[src/rtl/serial_sub.sv]
// Bit-serial unsigned subtractor: computes A - B - Bin one bit per clock, LSB first.
// Diff/Bout are registered and only update when an operation completes.
//
// state  | meaning
// S_IDLE | waiting for start; last result held
// S_CALC | shifting one bit per cycle; busy high
// S_DONE | result just landed; done high for this cycle only
module serial_sub #(
    parameter int WIDTH = 4
) (
    input  logic             clk,
    input  logic             rst_n,
    input  logic             start,
    input  logic [WIDTH-1:0] A,
    input  logic [WIDTH-1:0] B,
    input  logic             Bin,
    output logic [WIDTH-1:0] Diff,
    output logic             Bout,
    output logic             busy,
    output logic             done
);

    localparam int CW = $clog2(WIDTH + 1);
    localparam logic [CW-1:0] LAST = CW'(WIDTH - 1);

    localparam logic [1:0] S_IDLE = 2'd0;
    localparam logic [1:0] S_CALC = 2'd1;
    localparam logic [1:0] S_DONE = 2'd2;

    logic [1:0]       state;
    logic [WIDTH-1:0] a_sr;
    logic [WIDTH-1:0] b_sr;
    logic [WIDTH-1:0] pd;
    logic [CW-1:0]    cnt;
    logic             br;
    logic             d;
    logic             br_next;

    assign d       = a_sr[0] ^ b_sr[0] ^ br;
    assign br_next = (~a_sr[0] & b_sr[0]) | (~(a_sr[0] ^ b_sr[0]) & br);

    assign busy = (state == S_CALC);
    assign done = (state == S_DONE);

    always_ff @(posedge clk) begin
        if (!rst_n) begin
            state <= S_IDLE;
            a_sr  <= '0;
            b_sr  <= '0;
            pd    <= '0;
            cnt   <= '0;
            br    <= 1'b0;
            Diff  <= '0;
            Bout  <= 1'b0;
        end else begin
            case (state)
                S_IDLE, S_DONE: begin
                    if (start) begin
                        a_sr  <= A;
                        b_sr  <= B;
                        br    <= Bin;
                        cnt   <= '0;
                        state <= S_CALC;
                    end else begin
                        state <= S_IDLE;
                    end
                end
                S_CALC: begin
                    pd   <= {d, pd[WIDTH-1:1]};
                    a_sr <= a_sr >> 1;
                    b_sr <= b_sr >> 1;
                    br   <= br_next;
                    cnt  <= cnt + CW'(1);
                    // the final bit goes straight into Diff so no partial value is ever visible
                    if (cnt == LAST) begin
                        Diff  <= {d, pd[WIDTH-1:1]};
                        Bout  <= br_next;
                        state <= S_DONE;
                    end
                end
                default: state <= S_IDLE;
            endcase
        end
    end

endmodule

[config.mk]
export PLATFORM = sky130hd
export DESIGN_NAME = serial_sub
export DESIGN_NICKNAME = d
export VERILOG_FILES = /design/src/rtl/serial_sub.sv
export SDC_FILE = /design/constraint.sdc
export NUM_CORES = 1
export LEC_CHECK = 0
export ABC_AREA = 1
export CORE_ASPECT_RATIO = 0.75
export CORE_MARGIN = 3
export CORE_UTILIZATION = 50
export DETAILED_ROUTE_END_ITERATION = 7
export PLACE_DENSITY = 0.77
export REMOVE_ABC_BUFFERS = 1
export SLEW_MARGIN = 10
export SYNTH_ARGS = -nofsm -noshare
export SYNTH_HDL_FRONTEND = slang
export SYNTH_SLANG_ARGS = --single-unit
[constraint.sdc]
create_clock -name clk -period 2.3 [get_ports clk]
set_input_delay 0.46 -clock clk [delete_from_list [all_inputs] [get_ports clk]]
set_output_delay 0.46 -clock clk [all_outputs]
set_load 0.01 [all_outputs]
### After elaboration in Yosys (flattened, before gate mapping)

Index checks and enable logic that the tools add are counted.

* register bits after elaboration: 23
* latch bits: 0
* RAM bits: 0
* ROM bits: 0
* input bits: 12
* output and inout bits: 7
* logic and storage cells: 37
* memories kept: 0

* add/sub/neg operators: 1
* multipliers: 0
* div/mod/pow operators: 0
* order comparisons: 0
* equality and inequality tests: 5
* shifts and indexed selects: 0
* muxes and demuxes: 11
* bitwise logic cells: 7
* reductions and logical operators: 5

Operators with widths (count)
* one-hot mux 4 bit (2 select lines): 2
* two-way mux 4 bit: 2
* one-hot mux 3 bit (2 select lines): 1
* one-hot mux 2 bit (2 select lines): 1
* AND reduction 2 bit: 2
* adder 3 x 1 -> 3 bit (second input constant): 1
* == test 3 x 2 -> 1 bit (second input constant): 1
* two-way mux 3 bit: 1
* bitwise AND 1 bit: 2
* == test 2 x 1 -> 1 bit (second input constant): 1
* == test 2 bit (second input constant): 1
* logical NOT 2 bit: 1
* two-way mux 1 bit: 2
* two-way mux 2 bit: 1
* != test 2 x 1 -> 1 bit (second input constant): 1
* != test 2 bit (second input constant): 1
* inverter 1 bit: 2
* one-hot mux 1 bit (2 select lines): 1
* nonzero test 2 bit: 1
* OR reduction 2 bit: 1
* bitwise XOR 1 bit: 2
* OR 1 bit: 1

### Depth between registers and ports, before layout

* depth after elaboration: 5
* mapped depth: 8

### Worst setup path before layout

OpenSTA, ideal clock, no wires.

* path kind: reg2out
* from: reg state[0]
* to: out busy
* arrival: 0.787 ns
* required time: 1.840 ns
* path slack: 1.053 ns
* stages on the path, launching flop included: 4
* buffers on the path: 1
* cell sequence: dfxtp_1 inv_2 nor2_8 buf_6

* longest elaborated chain between the ends: 1

Ends and longest elaborated chain
* start, declared: RTL line 30 `logic [1:0] state;`
* start signal, assigned: RTL line 47 `state <= S_IDLE;`
* start signal, assigned: RTL line 63 `state <= S_CALC;`
* start signal, assigned: RTL line 65 `state <= S_IDLE;`
* == test 2 x 1 -> 1 bit: RTL line 42 `assign busy = (state == S_CALC);`
* end, declared: RTL line 19 `output logic busy,`

Every way passes these cells.

### Final worst setup path

Ends and elaborated chain as after synthesis.

==> flow_metrics.py <==
metrics = {
    "placement": {
        "gp_congestion": 0.704,
        "placed_cell_area_um2": 1170,
        "post-dp-hpwl_mm": 1.37,
        "io_buffer_count": 18,
    },
    "clock_tree": {
        "path_clk_slew_ps": 120,
        "cts_hold_buf": 0,
        "cts_setup_buffers": 0,
        "cts_htree_levels": 1,
        "clockRootBuffer": "clkbuf_4",
        "numCtsBuffers": 3,
        "cts_resized": 0,
        "cts.sinks": 22,
        "clock_path_buffers": 2,
        "cts_tree": "built",
        "clk-insertion-delay-late_ps": 320,
    },
    "logic_synthesis": {
        "synth_area_um2": 991,
        "async_reset_ff_share_pct": 0,
        "syn_avg_cell_area_um2": 7.80,
        "yosys_warnings": 0,
        "synthCells": 127,
        "ys.flop_type": "dfxtp_1",
        "yosysSeqAreaShare_pct": 44.4,
        "synth_enable_flop_cells": 0,
        "yosysUniqueCellTypes": 22,
        "ys_ff_latch": 22,
    },
    "routing": {
        "wl_per_cell_um": 11.3,
        "drtIter0Drc": 24,
        "wl_mm": 1.90,
        "drtPass1Iterations": 4,
        "drc": 0,
        "vias_per_cell": 5.02,
        "num_vias": 844,
        "antenna_left": 0,
    },
    "floorplan": {
        "die_area_um2": 2560,
        "start_util_pct": 54.9,
        "die_height_um": 44.6,
        "coreArea_um2": 1810,
        "die_w_um": 57.4,
        "row_count": 13,
        "io_pins": 19,
    },
    "timing": {
        "final_max_slew_viol_count": 0,
        "fin_tns_setup_ps": 0,
        "max-slew-margin-rel_pct": 81.9,
        "rsz0062_at_grt": "no",
        "hold_slack_ps": 470,
        "fmax_mhz": 457,
        "post-route-min-period_ps": 2190,
        "finClkSkew_ps": 8.33,
        "setup_viol": 0,
        "period_share_pct": 95.1,
        "hold_violations": 0,
        "worstMarginPinSlew_ps": 271,
    },
    "outcome": {
        "outcome": "finished, final reports clean",
    },
    "grt": {
        "grt_max_degree": 20,
        "grt.overflow.total": 0,
        "antenna_found_initial": 0,
        "grt_pass1_wl_mm": 3.25,
        "grtUsageTotal_pct": 17.2,
        "grt_pass1_vias": 756,
    },
    "finish": {
        "drive_gt1_share_pct": 8.90,
        "num_antenna_cells": 0,
        "finalNetCount": 162,
        "stdcell_area_um2": 1200,
        "final_core_util_pct": 66.7,
        "area.growth.synth_to_final_pct": 21.6,
        "regArea_um2": 440,
        "multi_input_area_um2": 449,
        "fillers": 163,
    },
    "worst_setup_path": {
        "arrival_ps": 1730,
        "worstSetupStartpointType": "register",
        "cp-end-kind": "output pin",
        "required_ps": 1840,
        "reg2reg_to": "Diff[3]",
        "r2r_slack_ps": 970,
        "path_class": "reg2out",
        "reg2regPathDepth": 8,
        "rr_startpoint": "cnt[0]",
        "worstPathMaxFanout": 19,
    },
    "worst_hold_path": {
        "holdPathEnd": "pd[2]",
        "min_path_cells": 2,
        "min-delay-start": "pd[2]",
        "hold_class": "reg2reg",
    },
    "power_and_ir_drop": {
        "peakVddDrop_mv": 0.368,
        "cellPowerDensity_nw_per_um2": 636,
        "leakage_nw": 0.514,
    },
    "job": {
        "cap_violations": 0,
    },
}
==> metrics by stage <==
step / setup slack, ps / instances / power [mW]
floorplan: 1110 / 123 / 0.508
CTS: 111 / 168 / 0.775
global route: 34.5 / 168 / 0.808
detailed placement: 479 / 164 / 0.557
global placement: 511 / 164 / 0.553
finish: 112 / 168 / 0.766
==> cell usage in the layout, fill, tap and decap left out <==
cell type / count
nand2_2: 1
o21ai_0: 6
or2_2: 1
clkbuf_4: 3
clkbuf_8: 1
nor2_8: 1
nand2_1: 15
inv_1: 15
nand2_4: 2
o21bai_1: 2
buf_4: 1
a21oi_2: 1
inv_2: 2
dfxtp_1: 22
nand3_1: 20
nand3b_1: 1
ha_1: 2
fa_1: 1
nor3_1: 6
a21oi_1: 6
nor2_1: 19
clkdlybuf4s50_1: 18
==> cell usage after synthesis, types with 2 or more instances <==
| cell type | count | area (um^2) |
|---|---|---|
| o21bai_1 | 2 | 15.0 |
| nand3_1 | 20 | 100 |
| nor3_1 | 6 | 30.0 |
| ha_1 | 2 | 25.0 |
| inv_2 | 2 | 7.51 |
| nand2_4 | 2 | 22.5 |
| nor2_1 | 19 | 71.3 |
| o21ai_0 | 6 | 30.0 |
| inv_1 | 15 | 56.3 |
| dfxtp_1 | 22 | 440 |
| a21oi_1 | 6 | 30.0 |
| nand2_1 | 15 | 56.3 |
==> worst max-delay path by stage <==
stage,cells past startpoint,to,from,slack (ps)
final,3,busy,state[0],110
after global routing,3,busy,state[0],30
after CTS,3,busy,state[0],110
after detailed placement,3,busy,state[0],480
after global placement,3,busy,state[0],510
after floorplan,4,cnt[2],cnt[0],1110
==> cells by family after synthesis <==
kind of cell	count (synthesis)	synth area share (%)
fa+ha+maj	3	4.55
buf+inv	21	10.2
simple gates	66	32.3
compound gates	15	8.46
flops	22	44.4
==> flip-flops by register name, indices dropped and copies added (netlist names) <==
signal,flops
a_sr,4
cnt,3
b_sr,4
pd,3
state,2
Diff,4
Bout,1
br,1
==> power breakdown <==
group / internal (mW) / total (mW) / switching, mW
combinational: 0.0572 / 0.131 / 0.0738
sequential: 0.405 / 0.418 / 0.0121
clock: 0.0969 / 0.217 / 0.120
total: 0.560 / 0.766 / 0.206
==> layer usage <==
layer  global-route usage, %  wire (um)  share of wire (%)  vias up
met3                    5.25         99                5.2        4
li1                        -          -                  -      446
met1                    20.8        909                 48      377
met5                       0          0                  0        -
met2                    27.3        847                 45       17
met4                    9.72         44                2.3        0
==> layout make-up <==
class                           count  share of cell area, %
Tap cell                           22                   2.28
Multi-Input combinational cell     84                   37.3
Sequential cell                    22                   36.6
Clock buffer                        4                   3.01
Timing Repair Buffer               19                   15.6
Inverter                           17                   5.30
==> critical path, cell delays in order (launching register included) <==
cell and delay, ps:
dfxtp_1 460, inv_2 120, nor2_8 240, clkdlybuf4s50_1 590
Note: power is estimated with default switching activity, not from simulation.
